--- config.mk ---
export PLATFORM = sky130hd
export DESIGN_NAME = pc_flag_sequencer
export DESIGN_NICKNAME = d
export VERILOG_FILES = /design/src/rtl/pc_seq_pkg.sv /design/src/rtl/pc_flag_sequencer_branch_cond_eval.sv /design/src/rtl/pc_flag_sequencer.sv
export SDC_FILE = /design/constraint.sdc
export NUM_CORES = 1
export LEC_CHECK = 0
export CORE_ASPECT_RATIO = 1.1
export CORE_MARGIN = 2
export CORE_UTILIZATION = 35
export CTS_BUF_LIST = sky130_fd_sc_hd__clkbuf_8
export CTS_CLUSTER_DIAMETER = 200
export DETAILED_ROUTE_END_ITERATION = 7
export PLACE_DENSITY = 0.65
export SLEW_MARGIN = 20
export SYNTH_ARGS = -nofsm -noshare
export SYNTH_HDL_FRONTEND = slang
export SYNTH_SLANG_ARGS = --single-unit
export TNS_END_PERCENT = 20
--- constraint.sdc ---
create_clock -name clk -period 2.35 [get_ports clk]
set_input_delay 0.47 -clock clk [delete_from_list [all_inputs] [get_ports clk]]
set_output_delay 0.47 -clock clk [all_outputs]
set_load 0.01 [all_outputs]
--- src/rtl/pc_seq_pkg.sv ---
// Shared encodings for the PC/flag sequencer: condition codes, flag bit positions, FSM states.
// No logic here; consumed by pc_flag_sequencer and branch_cond_eval.
// Flag register layout is {N, V, Z} from MSB to LSB.
package pc_seq_pkg;

    localparam logic [2:0] COND_NE     = 3'b000;
    localparam logic [2:0] COND_EQ     = 3'b001;
    localparam logic [2:0] COND_GT     = 3'b010;
    localparam logic [2:0] COND_LT     = 3'b011;
    localparam logic [2:0] COND_GE     = 3'b100;
    localparam logic [2:0] COND_LE     = 3'b101;
    localparam logic [2:0] COND_OV     = 3'b110;
    localparam logic [2:0] COND_ALWAYS = 3'b111;

    localparam int FLAG_N = 2;
    localparam int FLAG_V = 1;
    localparam int FLAG_Z = 0;

    typedef enum logic [1:0] {
        RUN     = 2'b00,
        BR_WAIT = 2'b01,
        HALTED  = 2'b10
    } seq_state_e;

endpackage

--- src/rtl/pc_flag_sequencer_branch_cond_eval.sv ---
// Resolves a 3-bit branch condition code against the {N,V,Z} flag register.
// Latency: purely combinational.
// Backpressure: none; the caller decides when the result is used.
module branch_cond_eval
    import pc_seq_pkg::*;
(
    input  logic [2:0] cond,
    input  logic [2:0] flags,
    output logic       taken
);

    logic n_f;
    logic v_f;
    logic z_f;

    assign n_f = flags[FLAG_N];
    assign v_f = flags[FLAG_V];
    assign z_f = flags[FLAG_Z];

    always_comb begin
        taken = 1'b0;
        case (cond)
            COND_NE:     taken = ~z_f;
            COND_EQ:     taken = z_f;
            COND_GT:     taken = ~z_f & ~n_f;
            COND_LT:     taken = n_f;
            COND_GE:     taken = z_f | (~z_f & ~n_f);
            COND_LE:     taken = n_f | z_f;
            COND_OV:     taken = v_f;
            COND_ALWAYS: taken = 1'b1;
            default:     taken = 1'b0;
        endcase
    end

endmodule

--- src/rtl/pc_flag_sequencer.sv ---
// PC sequencer: next-PC selection, branch resolution against flags, flush/stall generation, halt.
// Latency: one cycle from decision to pc_out/flush; stall_req asserts the cycle after entering BR_WAIT.
// Backpressure: stall freezes all state; stall_req holds upstream while a branch waits on busy flags.
module pc_flag_sequencer
    import pc_seq_pkg::*;
#(
    parameter int               WIDTH    = 16,
    parameter int               IMM_W    = 9,
    parameter logic [WIDTH-1:0] RESET_PC = 16'h0000
) (
    input  logic             clk,
    input  logic             rst,
    input  logic             stall,
    input  logic [2:0]       flags,
    input  logic             flags_busy,
    input  logic             br_valid,
    input  logic             br_is_reg,
    input  logic [2:0]       br_cond,
    input  logic [IMM_W-1:0] br_imm,
    input  logic [WIDTH-1:0] br_npc,
    input  logic [WIDTH-1:0] br_reg,
    input  logic             halt_valid,
    output logic [WIDTH-1:0] pc_out,
    output logic             flush,
    output logic             stall_req,
    output logic             halted
);

    localparam logic [WIDTH-1:0] PC_STEP = WIDTH'(2);

    seq_state_e       state_q, state_d;
    logic [WIDTH-1:0] pc_q, pc_d;
    logic             flush_q, flush_d;
    logic             stall_req_q, stall_req_d;

    logic             br_taken;
    logic [WIDTH-1:0] imm_sext;
    logic [WIDTH-1:0] br_target;

    branch_cond_eval u_cond (
        .cond  (br_cond),
        .flags (flags),
        .taken (br_taken)
    );

    // Immediate counts halfwords; the add wraps silently at 2^WIDTH.
    assign imm_sext  = {{(WIDTH-IMM_W){br_imm[IMM_W-1]}}, br_imm};
    assign br_target = br_is_reg ? br_reg : (br_npc + (imm_sext << 1));

    always_comb begin
        state_d     = state_q;
        pc_d        = pc_q;
        flush_d     = 1'b0;
        stall_req_d = 1'b0;
        case (state_q)
            RUN: begin
                if (stall) begin
                    pc_d = pc_q;
                end else if (br_valid) begin
                    if ((br_cond != COND_ALWAYS) && flags_busy) begin
                        state_d     = BR_WAIT;
                        stall_req_d = 1'b1;
                    end else if (br_taken) begin
                        pc_d    = br_target;
                        flush_d = 1'b1;
                    end else begin
                        pc_d = pc_q + PC_STEP;
                    end
                end else if (halt_valid) begin
                    state_d = HALTED;
                end else begin
                    pc_d = pc_q + PC_STEP;
                end
            end
            BR_WAIT: begin
                if (stall || flags_busy) begin
                    stall_req_d = 1'b1;
                end else begin
                    state_d = RUN;
                    if (br_taken) begin
                        pc_d    = br_target;
                        flush_d = 1'b1;
                    end else begin
                        pc_d = pc_q + PC_STEP;
                    end
                end
            end
            HALTED: begin
                state_d = HALTED;
            end
            default: begin
                state_d = RUN;
            end
        endcase
    end

    always_ff @(posedge clk) begin
        if (rst) begin
            state_q     <= RUN;
            pc_q        <= RESET_PC;
            flush_q     <= 1'b0;
            stall_req_q <= 1'b0;
        end else begin
            state_q     <= state_d;
            pc_q        <= pc_d;
            flush_q     <= flush_d;
            stall_req_q <= stall_req_d;
        end
    end

    assign pc_out    = pc_q;
    assign flush     = flush_q;
    assign stall_req = stall_req_q;
    assign halted    = (state_q == HALTED);

endmodule

Word level (Yosys, flattened, before mapping)
Cells that the tools add are included.
Storage, ports and cells
  word-level logic and storage cells: 60
  flip-flop bits (word level): 20
  output and inout port bits: 19
  input port bits: 54
Operators by class
  equal/unequal tests: 16
  $add $sub $neg: 2
  bitwise operators: 5
  mux-type cells: 26
  reduce and logical (&&, ||, !) cells: 7
Operators with widths (number)
  16-bit two-way mux: 7
  16-bit one-hot mux with 2 select lines: 1
  16-bit adder: 1
  16-bit by 2-bit adder with 16-bit output (second input constant): 1
  3-bit inequality test (second input constant): 5
  3-bit == test (second input constant): 4
  2-bit two-way mux: 5
  1-bit two-way mux: 9
  1-bit one-hot mux with 8 select lines: 1
  3-bit by 2-bit == test with 1-bit output (second input constant): 2
  2-bit one-hot mux with 3 select lines: 1
  5-bit AND reduction: 1
  2-bit inequality test (second input constant): 2
  1-bit one-hot mux with 2 select lines: 2
  4-bit AND reduction: 1
  3-bit by 1-bit == test with 1-bit output (second input constant): 1
  3-bit zero test: 1
  2-bit by 1-bit == test with 1-bit output (second input constant): 1
  2-bit == test (second input constant): 1
  2-bit zero test: 1
  1-bit NOT: 2
  1-bit bitwise OR: 2
  2-bit nonzero test: 1
  1-bit AND: 1
  other kinds (2): 2

Longest topological paths before layout
Gate-level depths: netlist (run 1).
  word-level depth: 9
  depth in mapped cells: 10
  depth with buffers taken out: 10

Cells and area by module
Synthesis (run 1) repeated with hierarchy kept, for this count alone.
Second synthesis, totals
  cell total of the unflattened synthesis: 273
  area, all modules: 2034.5 um2
Modules (own cells, without submodules)
  pc_flag_sequencer: cells an instance 262, area an instance 1958.1 um2, sequential area each 400.4 um2, times used 1
  branch_cond_eval: cells an instance 11, area an instance 76.3 um2, sequential area each 0.0 um2, times used 1

Worst setup path before layout (run 1)
No wires, ideal clock.
  path type: input to register
  from: in br_imm[0]
  to: reg pc_q[11] (netlist: pc_out[11])
  path slack: 215 ps
  buffers on the path: 0
  stages on the path: 10
  library setup time: 80 ps
  data arrival time: 2055 ps
  cells stage by stage: ha_1 > inv_1 > fa_1 > nor2b_1 > o211ai_1 > a21boi_0 > a221oi_1 > xor2_1 > o21ai_0 > nor3b_1
Between the ends
  word-level cells in the longest chain between the ends: 7
  elaborated cells on any way between the ends: 8
  those cells by class: add/sub (1); mux (7)
Ends and longest elaborated chain
  start, declared: line pc_flag_sequencer.sv:19  | input logic [IMM_W-1:0] br_imm,
  16-bit adder *: line pc_flag_sequencer.sv:48  | assign br_target = br_is_reg ? br_reg : (br_npc + (imm_sext << 1));
  16-bit two-way mux *: line pc_flag_sequencer.sv:48
  16-bit two-way mux *: line pc_flag_sequencer.sv:63, pc_flag_sequencer.sv:80
  16-bit two-way mux: line pc_flag_sequencer.sv:60  | if ((br_cond != COND_ALWAYS) && flags_busy) begin
  16-bit two-way mux: line pc_flag_sequencer.sv:59  | end else if (br_valid) begin
  16-bit two-way mux: line pc_flag_sequencer.sv:57  | if (stall) begin
  16-bit one-hot mux with 2 select lines *: line pc_flag_sequencer.sv:55  | case (state_q)
  end signal, assigned: line pc_flag_sequencer.sv:105  | pc_q <= pc_d;
  end, declared: line pc_flag_sequencer.sv:32  | logic [WIDTH-1:0] pc_q, pc_d;
Every way passes the cells marked *; elsewhere a longest branch is shown, timed or not. The select of a mux whose other input is x is not followed.
A chain may end at the register's enable or synchronous reset.

Worst setup path after layout (run 1)
  from: in br_imm[4]
  to: reg pc_q[11] (netlist: pc_out[11])
The elaborated chain is that of the path after synthesis.

==> summary.md, run 1 <==
| Metric | Value |
|---|---|
| Run status | finished clean |
| Largest net degree at the start of global routing | 30 |
| Yosys cell types | 53 |
| Final Hold Vio Count | 0 |
| Critical path required time | 2.48 ns |
| Area contributors post-synth | dfxtp_1 20%, ha_1 9.2%, a21oi_1 6.7% |
| Clk sinks | 20 |
| # H-tree levels | 1 |
| Type of origin of the critical path | input pin |
| CP Max Fanout | 5 |
| Total CTS buffers | 3 |
| Port buffer count | 72 |
| Synth-to-layout area growth | 71.9% |
| Mapped Avg Cell Area | 7.43 um^2 |
| Worst-path clk slew | 0.07 ns |
| Max IR drop VDD | 0.191 mV |
| Most frequent cell after synthesis | a21oi_1 |
| DRC marker count from the first detailed-route iteration | 153 |
| Core ar. | 5700 um^2 |
| Final wirelength | 6.20 mm |
| First-pass GRT wire length | 10.4 mm |
| Clock Skew | 0.00164 ns |
| Synth cell count leaders | 27 x a21oi_1, 24 x nor2_1, 21 x nand2_1, 21 x o21ai_0, 20 x dfxtp_1 |
| Max-slew violation count | 0 |
| Vias in the first global route | 2,382 |
| Diode count | 0 |
| WP data arrival | 2.40 ns |
| Asr flop ratio synth | 0% |
| Crit end category | flop |
| Flops & latches, synth | 20 |
| Unrepaired setup endpoints after global routing | yes |
| Initial antenna violation count | 0 |
| Synth warnings | 0 |
| Max Cap Viol | 0 |
| Power, Total | 1.27 mW |
| Slew HR | 53.9% |
| Row cnt | 29 |
| Detail-routed via count per cell | 5.28 |
| GPL Wtd Cong | 0.873 |
| Routed Antenna Nets | 0 |
| GR Overflow Total | 0 |
| Nets | 465 |
| GR Util All Layers | 19.1% |
| Syn Inst Count | 273 |
| Synth top area share | 19.7% |
| Max Freq | 441 MHz |
| Final core occ | 61.2% |
| Chip height | 83.9 um |
| Most used DFF post-synth | dfxtp_1 |
| Syn nets | 343 |
| Mapped Area | 2030 um^2 |
| Hold/Removal Path Class | reg -> reg |
| TritonCTS clock tree | done |
| Die X | 76.6 um |
| Drt pass-1 iters | 4 |
| DRC violation count after routing | 0 |
| I/O pins | 73 |
| Clock latency on the worst-skew pair | 0.26 ns |
| Per-cell routed wire length | 13.2 um |
| Least-Margin Pin Slew | 0.689 ns |
| Initial Utilization | 35.6% |
| Worst hold slack | 0.502 ns |
| Final critical-path required period | 2.27 ns |
| Setup Crit Path Kind | in -> reg |
| Pleak | 1.50 nW |
| DR vias | 2,486 |
| CTS Buffer Depth | 2 |
| Cell taking the most area after synthesis | dfxtp_1 |
| CTS Hold Bufs | 0 |
| Final setup fails | 0 |
| Detailed Place HPWL | 4.78 mm |
| Fin crit share | 96.5% |
| Die area | 6420 um^2 |
| Share of layout cells above drive strength 1 | 23.9% |
| Seq/Total Area, Yosys | 19.7% |
| Post-synth EDFFs | 0 |
| Power density of the placed cells | 364 nW/um^2 |
| CTS Root Cell | clkbuf_8 |
[path summary, 6_finish.rpt]
path | from | to | slack, ns | depth (start not counted)
setup / recovery | br_imm[4] | pc_out[11] | 0.08 | 9
hold / removal | pc_out[0] | pc_out[0] | 0.50 | 2
setup reg to reg | pc_out[1] | pc_out[13] | 0.44 | 8
hold reg to reg | pc_out[0] | pc_out[0] | 0.50 | 2
[logic make-up (layout without fill, tap and decap cells)]
group / Yosys count / count (layout) / share of synthesized area, %
AND/OR/NAND/NOR: 103 / 103 / 26.0
AO/OA/AOI/OAI: 100 / 100 / 33.0
flip-flops: 20 / 20 / 19.7
buffers and inverters: 20 / 141 / 4.69
adder cells (fa/ha/maj): 16 / 16 / 10.2
XOR/XNOR: 10 / 10 / 4.32
multiplexers: 4 / 4 / 1.97
[placed cells by master, fill, tap and decap left out, types with 3 or more instances in the layout]
cell type,netlist,layout
nor2b_1,4,3
a21o_1,9,9
nand2_1,21,21
and3_1,8,8
nand3_1,8,8
dlygate4sd2_1,0,3
o31ai_1,4,3
nor3_1,12,10
a21oi_1,27,22
ha_1,15,11
inv_1,9,6
o21ai_0,21,14
nor3b_1,5,4
buf_4,1,52
o21ai_1,1,8
dlymetal6s2s_1,0,11
clkdlybuf4s50_1,0,58
nand2b_1,5,5
o211ai_1,4,4
a21oi_2,0,5
ha_4,0,3
a31oi_1,6,5
xor2_1,7,7
o22ai_1,3,3
clkbuf_8,0,4
a211oi_1,4,3
mux2i_1,4,4
dfxtp_1,20,20
nor2_1,24,23
xnor2_1,3,3
[metal layers]
metal / GRT usage, % / wire length, um
met5: 0 / 0
met4: 3.80 / 61
met3: 2.38 / 220
met2: 34.1 / 3190
met1: 24.6 / 2730
[metrics by stage]
step / instances / TNS (ns) / worst slack [ns] / area (um^2)
3_5_place_dp: 457 / -5.00 / -0.476 / 3160
6_report: 471 / 0 / 0.0812 / 3490
4_1_cts: 465 / -0.120 / -0.0473 / 3280
2_1_floorplan: 273 / 0 / 0.215 / 2030
5_1_grt: 471 / -0.0449 / -0.0275 / 3490
3_3_place_gp: 457 / -4.61 / -0.424 / 3160
[state kept, by name, indices dropped and copies added, names as in the netlist]
signal / cells
pc_out: 16
stall_req: 1
state_q: 2
flush: 1
[worst max-delay path: stages]
cell and delay, ns:
clkdlybuf4s50_1 0.40, ha_1 0.37, a21o_1 0.23, nor2_1 0.13
a21boi_2 0.09, a221oi_2 0.30, xor2_1 0.18, o21ai_1 0.08
nor3b_2 0.14
[cell type report]
cell class,instances,area [um^2]
fillers,514,2210
multi-input cells,233,1700
repair buffers,128,1200
flip-flops and latches,20,400
well taps,77,96.3
clock buffers,4,55.1
inverters,9,37.5
[repair_timing]
item,in CTS,in global routing
setup endpoints to repair,11,16
cloned,0,1
resized for setup,14,40
pin swaps,10,23
buffers inserted,4,5
[where the power goes]
group / internal (mW) / switching (mW)
clock: 0.149 / 0.118
sequential: 0.357 / 0.0244
combinational: 0.346 / 0.274
total: 0.852 / 0.416
No activity file was read; power rests on OpenSTA's default activity.
==> run 2, diff against run 1 <==
Settings changed: CORE_UTILIZATION 35 to 39, GPL_ROUTABILITY_DRIVEN from default to 0, PLACE_DENSITY 0.65 to 0.74.
Clock period 2.35 ns to 1.9 ns, I/O delays scaled along.
==> summary.md, run 2 (synthesis gave the netlist of run 1 again) <==
| Metric | Value |
|---|---|
| CTS Buffer Depth | 2 (unchanged) |
| DRC violation count after routing | 0 (unchanged) |
| Vias in the first global route | 2,505 (+5.2%) |
| Clock Skew | 0.00565 ns (+0.00401 ns) |
| Die area | 5800 um^2 (-9.8%) |
| GR Overflow Total | 0 (unchanged) |
| Pleak | 1.52 nW (+1.1%) |
| Total CTS buffers | 3 (unchanged) |
| CP Cell Sequence | clkdlybuf4s15_2, ha_4, nor2b_2, o211ai_1, a21boi_2, a221oi_2, xor2_1, o21ai_1, nor3b_2 |
| Max-slew violation count | 0 (unchanged) |
| DR vias | 2,575 (+3.6%) |
| CP bufs+invs | 1 (unchanged) |
| Unrepaired setup endpoints after global routing | yes |
| CTS Hold Bufs | 0 (unchanged) |
| Synth-to-layout area growth | 79.9% |
| Critical path required time | 2.03 ns (-0.45 ns) |
| GR Util All Layers | 23.8% (+4.7 points) |
| Max Freq | 516 MHz |
| Drt pass-1 iters | 4 (unchanged) |
| Crit end category | flop |
| Max reg flops | 16 (unchanged) |
| Worst hold start | state_q[1] |
| Chip height | 79.7 um (-5.0%) |
| TritonCTS clock tree | done |
| Failing checks | negative setup slack |
| Final setup fails | 4 (+4) |
| Max IR drop VDD | 0.252 mV (+32%) |
| Fillcell total | 399 (-22%) |
| Power, Total | 1.59 mW (+25%) |
| Detail-routed via count per cell | 5.60 (+6.1%) |
| Hold/Removal Path Class | reg -> reg |
| Core ar. | 5000 um^2 (-12%) |
| Diode count | 0 (unchanged) |
| Power density of the placed cells | 436 nW/um^2 (+20%) |
| Least-Margin Pin Slew | 0.621 ns (-0.0688 ns) |
| Nets | 474 (+1.9%) |
| Slack of the critical path | -0.0389 ns (-0.120 ns) |
| Die X | 72.8 um (-5.0%) |
| Clock latency on the worst-skew pair | 0.26 ns (about the same) |
| Run status | finished with violations |
| Crit-path max cell delay | 0.34 ns (-0.06 ns) |
| Fin crit share | 102% |
| Final critical-path required period | 1.94 ns |
| DRC marker count from the first detailed-route iteration | 366 (+140%) |
| Final core occ | 73.0% (+12 points) |
| CP Max Fanout | 3 (-2) |
| RR Startpoint | pc_out[3] |
| Hold path depth | 1 (-1) |
| Clk sinks | 20 (unchanged) |
| FF-to-FF End | pc_out[13] |
| Routed Antenna Nets | 0 (unchanged) |
| I/O pins | 73 (unchanged) |
| Reg2reg setup slack | 0.05 ns (-0.39 ns) |
| Type of origin of the critical path | input pin |
| CTS Root Cell | clkbuf_8 |
| Initial Utilization | 40.6% (+5.0 points) |
| Final Hold Vio Count | 0 (unchanged) |
| Worst-path clk slew | 0.07 ns (about the same) |
| CP top delay family | compound AO/OA/AOI/OAI gates |
| Slew HR | 58.5% (+4.6 points) |
| First-pass GRT wire length | 11.2 mm (+6.8%) |
| Commonest non-fill, non-tap cell in the layout | buf_4 |
| Port buffer count | 72 (unchanged) |
| Slowest cell on crit path | o211ai_1 |
| WP data arrival | 2.07 ns (-0.33 ns) |
| Initial antenna violation count | 0 (unchanged) |
| Largest net degree at the start of global routing | 30 (unchanged) |
| # H-tree levels | 1 (unchanged) |
| R2R depth | 6 (-2) |
| Detailed Place HPWL | 4.83 mm (+1.1%) |
| Share of layout cells above drive strength 1 | 34.3% (+10 points) |
| Setup Crit Path Kind | in -> reg |
| Hold Crit Endpoint | stall_req |
| Max Cap Viol | 0 (unchanged) |
| Per-cell routed wire length | 14.7 um (+12%) |
| Final wirelength | 6.77 mm (+9.2%) |
| Row cnt | 27 (-6.9%) |
| Commonest non-fill, non-tap cells in the layout | 60 x buf_4, 44 x clkdlybuf4s50_1, 21 x nor2_1, 21 x nand2_1 |
[run 2: layout make-up]
type | count | area [um^2] | area share (%)
tap | 58 | 72.6 | 1.99
inverter | 9 | 36.3 | 0.994
clock buffer | 3 | 41.3 | 1.13
sequential | 20 | 400 | 11.0
multi-input combinational | 233 | 1880 | 51.5
timing repair buffer | 137 | 1220 | 33.4
[run 2: through the flow]
step	setup WS (ns)	instances	setup TNS (ns)	cell area (um^2)	hold WS (ns)
3_5_place_dp	-0.725	449	-10.40	3300	0.503
5_1_grt	-0.179	460	-1.09	3650	0.544
6_report	-0.0389	460	-0.0698	3650	0.508
2_1_floorplan	-0.0408	273	-0.0971	2110	0.464
4_1_cts	-0.0138	458	-0.0379	3580	0.504
3_3_place_gp	-0.695	449	-10.10	3300	0.491
[run 2: what timing repair did]
| item | in CTS | in global routing |
|---|---|---|
| pin swaps | 41 | 21 |
| setup buffers | 4 | 2 |
| gates resized for setup | 98 | 24 |
| gates cloned | 2 | 0 |
| endpoints found under the setup margin | 17 | 16 |
[run 2: where the power goes]
group | switching [mW] | internal [mW]
registers | 0.0233 | 0.442
logic | 0.381 | 0.462
clock network | 0.140 | 0.142
[run 2: worst max path at each step]
stage               startpoint          to  slack (ns)  cells past startpoint
detailed placement   br_imm[0]  pc_out[13]       -0.72                     11
global route         br_imm[0]  pc_out[11]       -0.18                     11
finish               br_imm[2]  pc_out[11]       -0.04                      9
CTS                  br_imm[8]  pc_out[13]       -0.01                     10
global placement     br_imm[0]  pc_out[13]       -0.70                     11
floorplan            br_imm[0]  pc_out[11]       -0.04                     10
[run 2: metal layers]
layer | up-vias | global-route usage [%] | part of all wire (%)
met5 | - | 0 | 0
met4 | 0 | 7.96 | 0.96
met3 | 7 | 3.54 | 4.1
met2 | 76 | 43.4 | 53
met1 | 1207 | 28.0 | 41
li1 | 1285 | - | -
